File: src/rtl/game_flow_ctrl_pkg.sv
// Shared definitions for the game sequencer: display state codes, FSM encoding
// and the settings default.
package game_flow_ctrl_pkg;

    localparam logic [1:0] ST_WELCOME  = 2'd0;
    localparam logic [1:0] ST_MAP      = 2'd1;
    localparam logic [1:0] ST_WIN      = 2'd2;
    localparam logic [1:0] ST_LOSE     = 2'd3;

    localparam logic [4:0] DEFAULT_NUM = 5'd11;

    typedef enum logic [2:0] {
        FSM_IDLE,
        FSM_GEN,
        FSM_PLAY,
        FSM_WIN,
        FSM_LOSE
    } fsm_t;

    // GEN and PLAY both show the map, so the display path sees one code for them.
    function automatic logic [1:0] state_code(input fsm_t s);
        case (s)
            FSM_GEN, FSM_PLAY: state_code = ST_MAP;
            FSM_WIN:           state_code = ST_WIN;
            FSM_LOSE:          state_code = ST_LOSE;
            default:           state_code = ST_WELCOME;
        endcase
    endfunction

endpackage

File: src/rtl/game_flow_ctrl_sec_tick.sv
// Countdown-second divider: one-cycle tick every TICK_DIV clocks while clr is low.
// clr holds the count at zero so the first second after release is a full one.
module game_flow_ctrl_sec_tick #(
    parameter int unsigned TICK_DIV = 100_000_000
) (
    input  logic clk,
    input  logic rst_sys,
    input  logic clr,
    output logic tick
);

    localparam int unsigned    CNT_W = (TICK_DIV > 1) ? $clog2(TICK_DIV) : 1;
    localparam logic [CNT_W-1:0] LAST = CNT_W'(TICK_DIV - 1);

    logic [CNT_W-1:0] cnt;

    always_ff @(posedge clk or posedge rst_sys) begin
        if (rst_sys)
            cnt <= '0;
        else if (clr || cnt == LAST)
            cnt <= '0;
        else
            cnt <= cnt + 1'b1;
    end

    assign tick = ~clr && (cnt == LAST);

endmodule

File: src/rtl/game_flow_ctrl.sv
// Top-level game sequencer: welcome -> maze build handshake -> timed round ->
// win/lose, with edge-detected Enter/Esc keys and a saturating round timer.
module game_flow_ctrl
    import game_flow_ctrl_pkg::*;
#(
    parameter int unsigned TICK_DIV    = 100_000_000,
    parameter int unsigned SEC_PER_ROW = 6,
    parameter int unsigned TIME_W      = 8
) (
    input  logic              clk,
    input  logic              rst_sys,
    input  logic              key_enter,
    input  logic              key_esc,
    input  logic [4:0]        sel_num,
    input  logic [2:0]        sel_level,
    input  logic              gen_done,
    input  logic              player_at_exit,
    output logic [1:0]        state,
    output logic              gen_req,
    output logic [4:0]        cfg_num,
    output logic [2:0]        cfg_level,
    output logic              play_en,
    output logic [TIME_W-1:0] time_left
);

    localparam int unsigned       PROD_W   = 5 + 32;
    localparam logic [TIME_W-1:0] TIME_MAX = '1;

    fsm_t              fsm, fsm_nxt;
    logic              enter_q, esc_q;
    logic              enter_edge, esc_edge;
    logic              tick;
    logic [PROD_W-1:0] limit_full;
    logic [TIME_W-1:0] limit_sat;
    logic [TIME_W-1:0] time_nxt;
    logic [4:0]        num_nxt;
    logic [2:0]        level_nxt;

    always_ff @(posedge clk or posedge rst_sys) begin
        if (rst_sys) begin
            enter_q <= 1'b0;
            esc_q   <= 1'b0;
        end else begin
            enter_q <= key_enter;
            esc_q   <= key_esc;
        end
    end

    assign enter_edge = key_enter & ~enter_q;
    assign esc_edge   = key_esc & ~esc_q;

    game_flow_ctrl_sec_tick #(
        .TICK_DIV (TICK_DIV)
    ) u_sec_tick (
        .clk     (clk),
        .rst_sys (rst_sys),
        .clr     (fsm != FSM_PLAY),
        .tick    (tick)
    );

    // Full-width product so large mazes clamp to the counter's max, not wrap.
    assign limit_full = PROD_W'(cfg_num) * PROD_W'(SEC_PER_ROW);
    assign limit_sat  = (limit_full > PROD_W'(TIME_MAX)) ? TIME_MAX
                                                         : limit_full[TIME_W-1:0];

    always_ff @(posedge clk or posedge rst_sys) begin
        if (rst_sys)
            fsm <= FSM_IDLE;
        else
            fsm <= fsm_nxt;
    end

    always_comb begin
        fsm_nxt   = fsm;
        time_nxt  = time_left;
        num_nxt   = cfg_num;
        level_nxt = cfg_level;
        case (fsm)
            FSM_IDLE: begin
                if (enter_edge) begin
                    num_nxt   = sel_num;
                    level_nxt = sel_level;
                    fsm_nxt   = FSM_GEN;
                end
            end
            FSM_GEN: begin
                if (esc_edge) begin
                    fsm_nxt  = FSM_IDLE;
                    time_nxt = '0;
                end else if (gen_done) begin
                    fsm_nxt  = FSM_PLAY;
                    time_nxt = limit_sat;
                end
            end
            FSM_PLAY: begin
                // Reaching the exit wins even on the final tick; time stays put.
                if (player_at_exit) begin
                    fsm_nxt = FSM_WIN;
                end else if (esc_edge) begin
                    fsm_nxt  = FSM_IDLE;
                    time_nxt = '0;
                end else if (tick) begin
                    if (time_left <= TIME_W'(1)) begin
                        fsm_nxt  = FSM_LOSE;
                        time_nxt = '0;
                    end else begin
                        time_nxt = time_left - 1'b1;
                    end
                end
            end
            FSM_WIN, FSM_LOSE: begin
                if (enter_edge || esc_edge) begin
                    fsm_nxt  = FSM_IDLE;
                    time_nxt = '0;
                end
            end
            default: begin
                fsm_nxt  = FSM_IDLE;
                time_nxt = '0;
            end
        endcase
    end

    // Outputs are decoded from the next state so they switch on the same edge.
    always_ff @(posedge clk or posedge rst_sys) begin
        if (rst_sys) begin
            state     <= ST_WELCOME;
            gen_req   <= 1'b0;
            play_en   <= 1'b0;
            cfg_num   <= DEFAULT_NUM;
            cfg_level <= 3'd0;
            time_left <= '0;
        end else begin
            state     <= state_code(fsm_nxt);
            gen_req   <= (fsm_nxt == FSM_GEN);
            play_en   <= (fsm_nxt == FSM_PLAY);
            cfg_num   <= num_nxt;
            cfg_level <= level_nxt;
            time_left <= time_nxt;
        end
    end

endmodule

File: config.mk
export PLATFORM = sky130hd
export DESIGN_NAME = game_flow_ctrl
export DESIGN_NICKNAME = d
export VERILOG_FILES = /design/src/rtl/game_flow_ctrl_pkg.sv /design/src/rtl/game_flow_ctrl_sec_tick.sv /design/src/rtl/game_flow_ctrl.sv
export SDC_FILE = /design/constraint.sdc
export NUM_CORES = 1
export LEC_CHECK = 0
export CORE_ASPECT_RATIO = 2
export CORE_UTILIZATION = 55
export CTS_CLUSTER_DIAMETER = 80
export DETAILED_ROUTE_END_ITERATION = 10
export GPL_TIMING_DRIVEN = 0
export MAX_ROUTING_LAYER = met4
export PLACE_DENSITY = 0.79
export SYNTH_ARGS = -nofsm -noshare
export SYNTH_HDL_FRONTEND = slang
export SYNTH_SLANG_ARGS = --single-unit
File: constraint.sdc
create_clock -name clk -period 2.5 [get_ports clk]
set_input_delay 0.375 -clock clk [delete_from_list [all_inputs] [get_ports clk]]
set_output_delay 0.375 -clock clk [all_outputs]
set_load 0.005 [all_outputs]
# After elaboration in Yosys (flattened, before gate mapping)
# Index checks and enable logic that the tools add are counted.
# op_classes
bitwise,6
order_cmp,2
n_eq_ne,14
multipliers,1
addsub,2
n_reduce_logical,8
n_mux,20
# op_table
cell,n
2-to-1 mux 8 bit,8
case mux 8 bit (4 select lines),1
"adder 27 x 1 -> 27 bit, second input constant",1
"equality test 27 bit, second input constant",1
2-to-1 mux 27 bit,1
2-to-1 mux 3 bit,8
"equality test 3 x 2 -> 1 bit, second input constant",4
case mux 3 bit (4 select lines),1
"> comparator 8 bit, second input constant",1
"less-or-equal comparator 8 x 1 -> 1 bit, second input constant",1
"subtractor 8 x 1 -> 8 bit, second input constant",1
"multiplier 5 x 2 -> 7 bit, second input constant",1
"equality test 3 x 1 -> 1 bit, second input constant",2
"equality test 3 bit, second input constant",2
"inequality test 3 bit, second input constant",2
case mux 2 bit (3 select lines),1
AND reduction 5 bit,1
"inequality test 2 bit, second input constant",2
NOT 1 bit,4
OR reduction 2 bit,2
logical NOT 3 bit,1
"inequality test 3 x 2 -> 1 bit, second input constant",1
AND 1 bit,2
logical OR 1 bit,2
other kinds (2),2
# word_totals
wordCells,63
ff_bits,52
output_inout_bits,20

# Depth between registers and ports, before layout
# logic_depth
ltp_word,10
ltp_mapped,9
depth_no_buf,8

# By module
# From an unflattened synthesis, not the netlist that was laid out.
# unflattened
hier_cells,290
area_unflattened_um2,2967.8
# by_module_without_submodules
module,area_per_inst_um2,seq_area_each_um2,cells_each,n_inst
game_flow_ctrl,1552.7,629.4,146,1
game_flow_ctrl_sec_tick,1415.1,675.6,144,1

# Worst setup path before layout
# Ideal clock, no wire load.
# synth_timing
kind,flip-flop to flip-flop
from,register u_sec_tick.cnt[11]
to,register time_left[4]
setup_ns,0.077
path_slack_ns,0.466
period_less_slack_ns,2.034
required_time_ns,2.423
arrival_ns,1.957
stages_incl_launch_ff,7
cell_sequence,dfrtp_1 -> or4b_1 -> nor3_2 -> and4b_1 -> nor2_1 -> or4_4 -> o21ai_1
# synth_via
elab_chain_cells,4
# synth_rtl
element,line_no,rtl
from (decl),game_flow_ctrl_sec_tick.sv:15,logic [CNT_W-1:0] cnt;
from (signal assigned),game_flow_ctrl_sec_tick.sv:23,cnt <= cnt + 1'b1;
equality test 27 bit,game_flow_ctrl_sec_tick.sv:26,assign tick = ~clr && (cnt == LAST);
logical AND 1 bit,game_flow_ctrl_sec_tick.sv:26,
inequality test 3 bit (no line),n/a,
AND reduction 5 bit (no line),n/a,
to (signal assigned),game_flow_ctrl.sv:139,time_left <= time_nxt;
to (decl),game_flow_ctrl.sv:23,output logic [TIME_W-1:0] time_left
# Every way passes these cells.
# A chain may end at the register's enable or synchronous reset.

# Worst setup path after layout
# layout_timing
from,register time_left[3]
to,register time_left[7]
# layout_via
elab_chain_cells,6
elab_cells_between_ends,7
# layout_rtl
element,line_no,rtl
subtractor 8 x 1 -> 8 bit / less-or-equal comparator 8 x 1 -> 1 bit (equally long branches),"game_flow_ctrl.sv:107, game_flow_ctrl.sv:103",
2-to-1 mux 8 bit *,game_flow_ctrl.sv:103,if (time_left <= TIME_W'(1)) begin
2-to-1 mux 8 bit *,game_flow_ctrl.sv:102,end else if (tick) begin
2-to-1 mux 8 bit *,game_flow_ctrl.sv:99,end else if (esc_edge) begin
2-to-1 mux 8 bit *,game_flow_ctrl.sv:97,if (player_at_exit) begin
case mux 8 bit (4 select lines) *,game_flow_ctrl.sv:78,case (fsm)
# Every way passes the cells marked *; elsewhere a longest branch is shown, timed or not. The select of a mux whose other input is x is not followed.

==> results.md <==
* Status: completed
* CP max stage cell: or4_1
* Leading cell type by number of instances after synthesis: dfrtp_1
* Main area contributors after synthesis: dfrtp_1 45%, nor2_1 6.4%, xor2_1 6.1%
* Worst r2r src: time_left[3]
* Number of antenna violations at the first check in global routing at 0
* Worst R2R End: time_left[7]
* Post-Syn Area at 2720 um^2
* Syn_area_per_cell at 9.81 um^2
* Max incr delay on CP at ~0.57 ns
* DR WL/cell at between 15 and 20 um
* Register area share after synthesis at 0.480
* Clk_skew at 0.00799 ns
* Diodes inserted at 0
* Total gr overflow at 0
* Overall Global Routing Usage at 0.257
* Unrepaired setup endpoints after global routing: no
* Maximum vdd ir drop at 572 uV
* Area of the die at 5240 um^2
* CTS Buf Count at 5
* Ports at 34
* Largest net degree at the start of global routing at 37
* # setup viols final at 0
* DRT Wirelength at 5620 um
* LEAKAGE at 0.00141 uW
* Netlist cell types at 46
* Final Cycle Share at 0.916
* DRC at 0
* CTS tree: yes
* CTS sink count at 52
* Number of synthesized register bits at 52
* Arrival @ worst endpoint at 2.46 ns
* Port Buffers at 33
* Synth Net Count at 300
* Number of synthesis warnings at 0
* Crit-path max FO at 10
* F_max at roughly 0.44 GHz
* Critical path endpoint: time_left[7]
* Post-Place Worst Slack at -0.0726 ns
* PnR worst setup slack at between 0.2 and 0.25 ns
* CP Launch Type: flip-flop
* Rows at 35
* Power per Cell Area at 933 nW/um^2
* Layout cells sized above 1 at 0.0940
* Synthesis-to-finish area growth at 19.3%
* Most frequent CP cell: o21ai_0
* CORE AREA at 4690 um^2
* 1st-pass router iterations at 5
* Initial Util at 0.580
* Hold WC Path Type: input pin to async pin
* Vias per cell at 5.71
* # fillers at 379
* Clock transition at path regs at 0.09 ns
* Buffer depth of the longest clock path at 2
* Final min period at 2.29 ns
* Critical Path RT at 2.67 ns
* Die Y-Extent at 101 um
* Routability cong. at 0.882
* Final hold vios at 0
* First-pass GRT wire length at 9580 um
* Worst-case headroom to the max-slew limit at 0.593
* Worst-Margin Slew at between 0.6 and 0.7 ns
* Main flop type after synthesis: dfrtp_1
* Hpwl dp at around 4300 um
* Synth area leader: dfrtp_1
* Share of the synthesized area in the top cell type at 0.451
* Crit path capture type: flip-flop
* Crit-path cells: or4_1 > nor4_1 > or2_2 > buf_2 > a21oi_1 > o21ai_0 > o21ai_0
* CP Class: flip-flop to flip-flop
* Core Util, Final at 0.692
* Vias in the first global route at between 2000 and 2500
* H-tree depth at 2
* Final Max Slew Viols at 0
* List of most frequent post-synthesis cells: 49 x dfrtp_1, 46 x nor2_1, 19 x xor2_1, 14 x nand3_1, 13 x o21ai_0
* Max_cap viols at 0
* Vias at 2135
* R2R setup slack at ~0.21 ns
* Initial detailed-routing violation count at 63
* Clock Latency Late Sink at 0.30 ns
* Post-Syn Instances at 277
* Worst-case reg-to-reg path depth at 7
* Post-DRT Antenna Nets at 0
* Die Wd at 51.7 um
* Crit path from: time_left[3]
* Post-synth EDFFs at 0
* Final layout net count at approximately 340
* Async SR Flop Fraction at 1.00
* Root cell of the clock tree: clkbuf_8
## stage by stage
stage / total power, uW / instances / hold slack [ns] / setup TNS [ns] / area [um^2]
floorplan: 1990 / 277 / 0.406 / 0 / 2720
global placement: 2480 / 365 / 0.462 / -3.33 / 3120
detailed placement: 2520 / 366 / 0.475 / -0.147 / 3140
CTS: 3040 / 374 / 0.372 / 0 / 3240
global route: 3260 / 374 / 0.414 / 0 / 3240
finish: 3020 / 374 / 0.371 / 0 / 3240
## power breakdown
part           internal (uW)  total, uW  switching (uW)
Clock                    253        525             272
Combinational            671       1330             656
Sequential              1020       1170             154
## cell type report
class	count	area (um^2)	share of cell area
Multi-Input combinational cell	207	1340	0.414
Buffer	9	40.0	0.0124
Inverter	9	33.8	0.0104
Clock buffer	8	100	0.0309
Sequential cell	52	1310	0.403
Timing Repair Buffer	34	350	0.108
Tap cell	55	68.8	0.0212
## what timing repair did
item	4_1_cts	5_1_grt
endpoints found under the hold margin	0	0
hold buffers	0	0
endpoints found under the setup margin	0	5
buffers inserted	0	0
gates resized for setup	0	2
## critical path: cells and delay by family, from the launching register on
kind	cells	cell delay [ns]
flops	1	0.47
compound gates	3	0.33
buf+inv	1	0.20
simple gates	3	1.16
## registers in the layout, indices dropped and copies added, names as in the netlist, 2 cells and up
| signal | cells |
|---|---|
| state | 2 |
| fsm | 3 |
| u_sec_tick.cnt | 27 |
| time_left | 8 |
| cfg_num | 5 |
| cfg_level | 3 |
## worst min-delay path by stage
| stage | end | slack [ns] | cells after the start | start |
|---|---|---|---|---|
| after CTS | u_sec_tick.cnt[11] | 0.37 | 2 | rst_sys |
| final | u_sec_tick.cnt[11] | 0.37 | 2 | rst_sys |
| after global placement | u_sec_tick.cnt[0] | 0.46 | 1 | u_sec_tick.cnt[0] |
| after floorplan | enter_q | 0.41 | 0 | key_enter |
| after global routing | u_sec_tick.cnt[11] | 0.41 | 2 | rst_sys |
| after detailed placement | u_sec_tick.cnt[0] | 0.48 | 1 | u_sec_tick.cnt[0] |
## cell usage in the layout, fill, tap and decap left out, types with 3 or more instances in the layout
master / synthesis / routed
o21ai_0: 13 / 12
nand2_1: 11 / 11
nor2_1: 46 / 46
nor4_1: 4 / 4
nor2b_1: 5 / 5
o21ai_1: 3 / 4
clkbuf_1: 4 / 5
ha_1: 8 / 8
nand2b_1: 6 / 6
a211oi_1: 3 / 3
mux2_2: 7 / 7
nand3_1: 14 / 14
dfstp_2: 3 / 3
clkdlybuf4s50_1: 0 / 33
and4_1: 4 / 4
and3_1: 6 / 6
buf_2: 5 / 5
xnor2_1: 9 / 9
dfrtp_1: 49 / 49
inv_1: 9 / 8
xor2_1: 19 / 19
nor3_1: 4 / 4
a21oi_1: 8 / 8
nand4_1: 6 / 6
clkbuf_8: 0 / 7
## layer usage
layer / wire, um / global-route usage
met1: 2090 / 0.257
met2: 3230 / 0.459
met5: 0 / -
met4: 210 / 0.156
met3: 93 / 0.0255
## kinds of logic (layout without fill, tap and decap cells)
family | count (synthesis) | in the layout | share of synthesized area
buffers and inverters | 18 | 60 | 0.0272
DFF | 52 | 52 | 0.480
AOI/OAI and AO/OA | 37 | 37 | 0.0820
adders and majority gates | 9 | 9 | 0.0442
and+or+nand+nor | 125 | 125 | 0.243
xor gates and xnor gates | 28 | 28 | 0.0903
muxes | 8 | 8 | 0.0327
No activity file was read; power rests on OpenSTA's default activity.
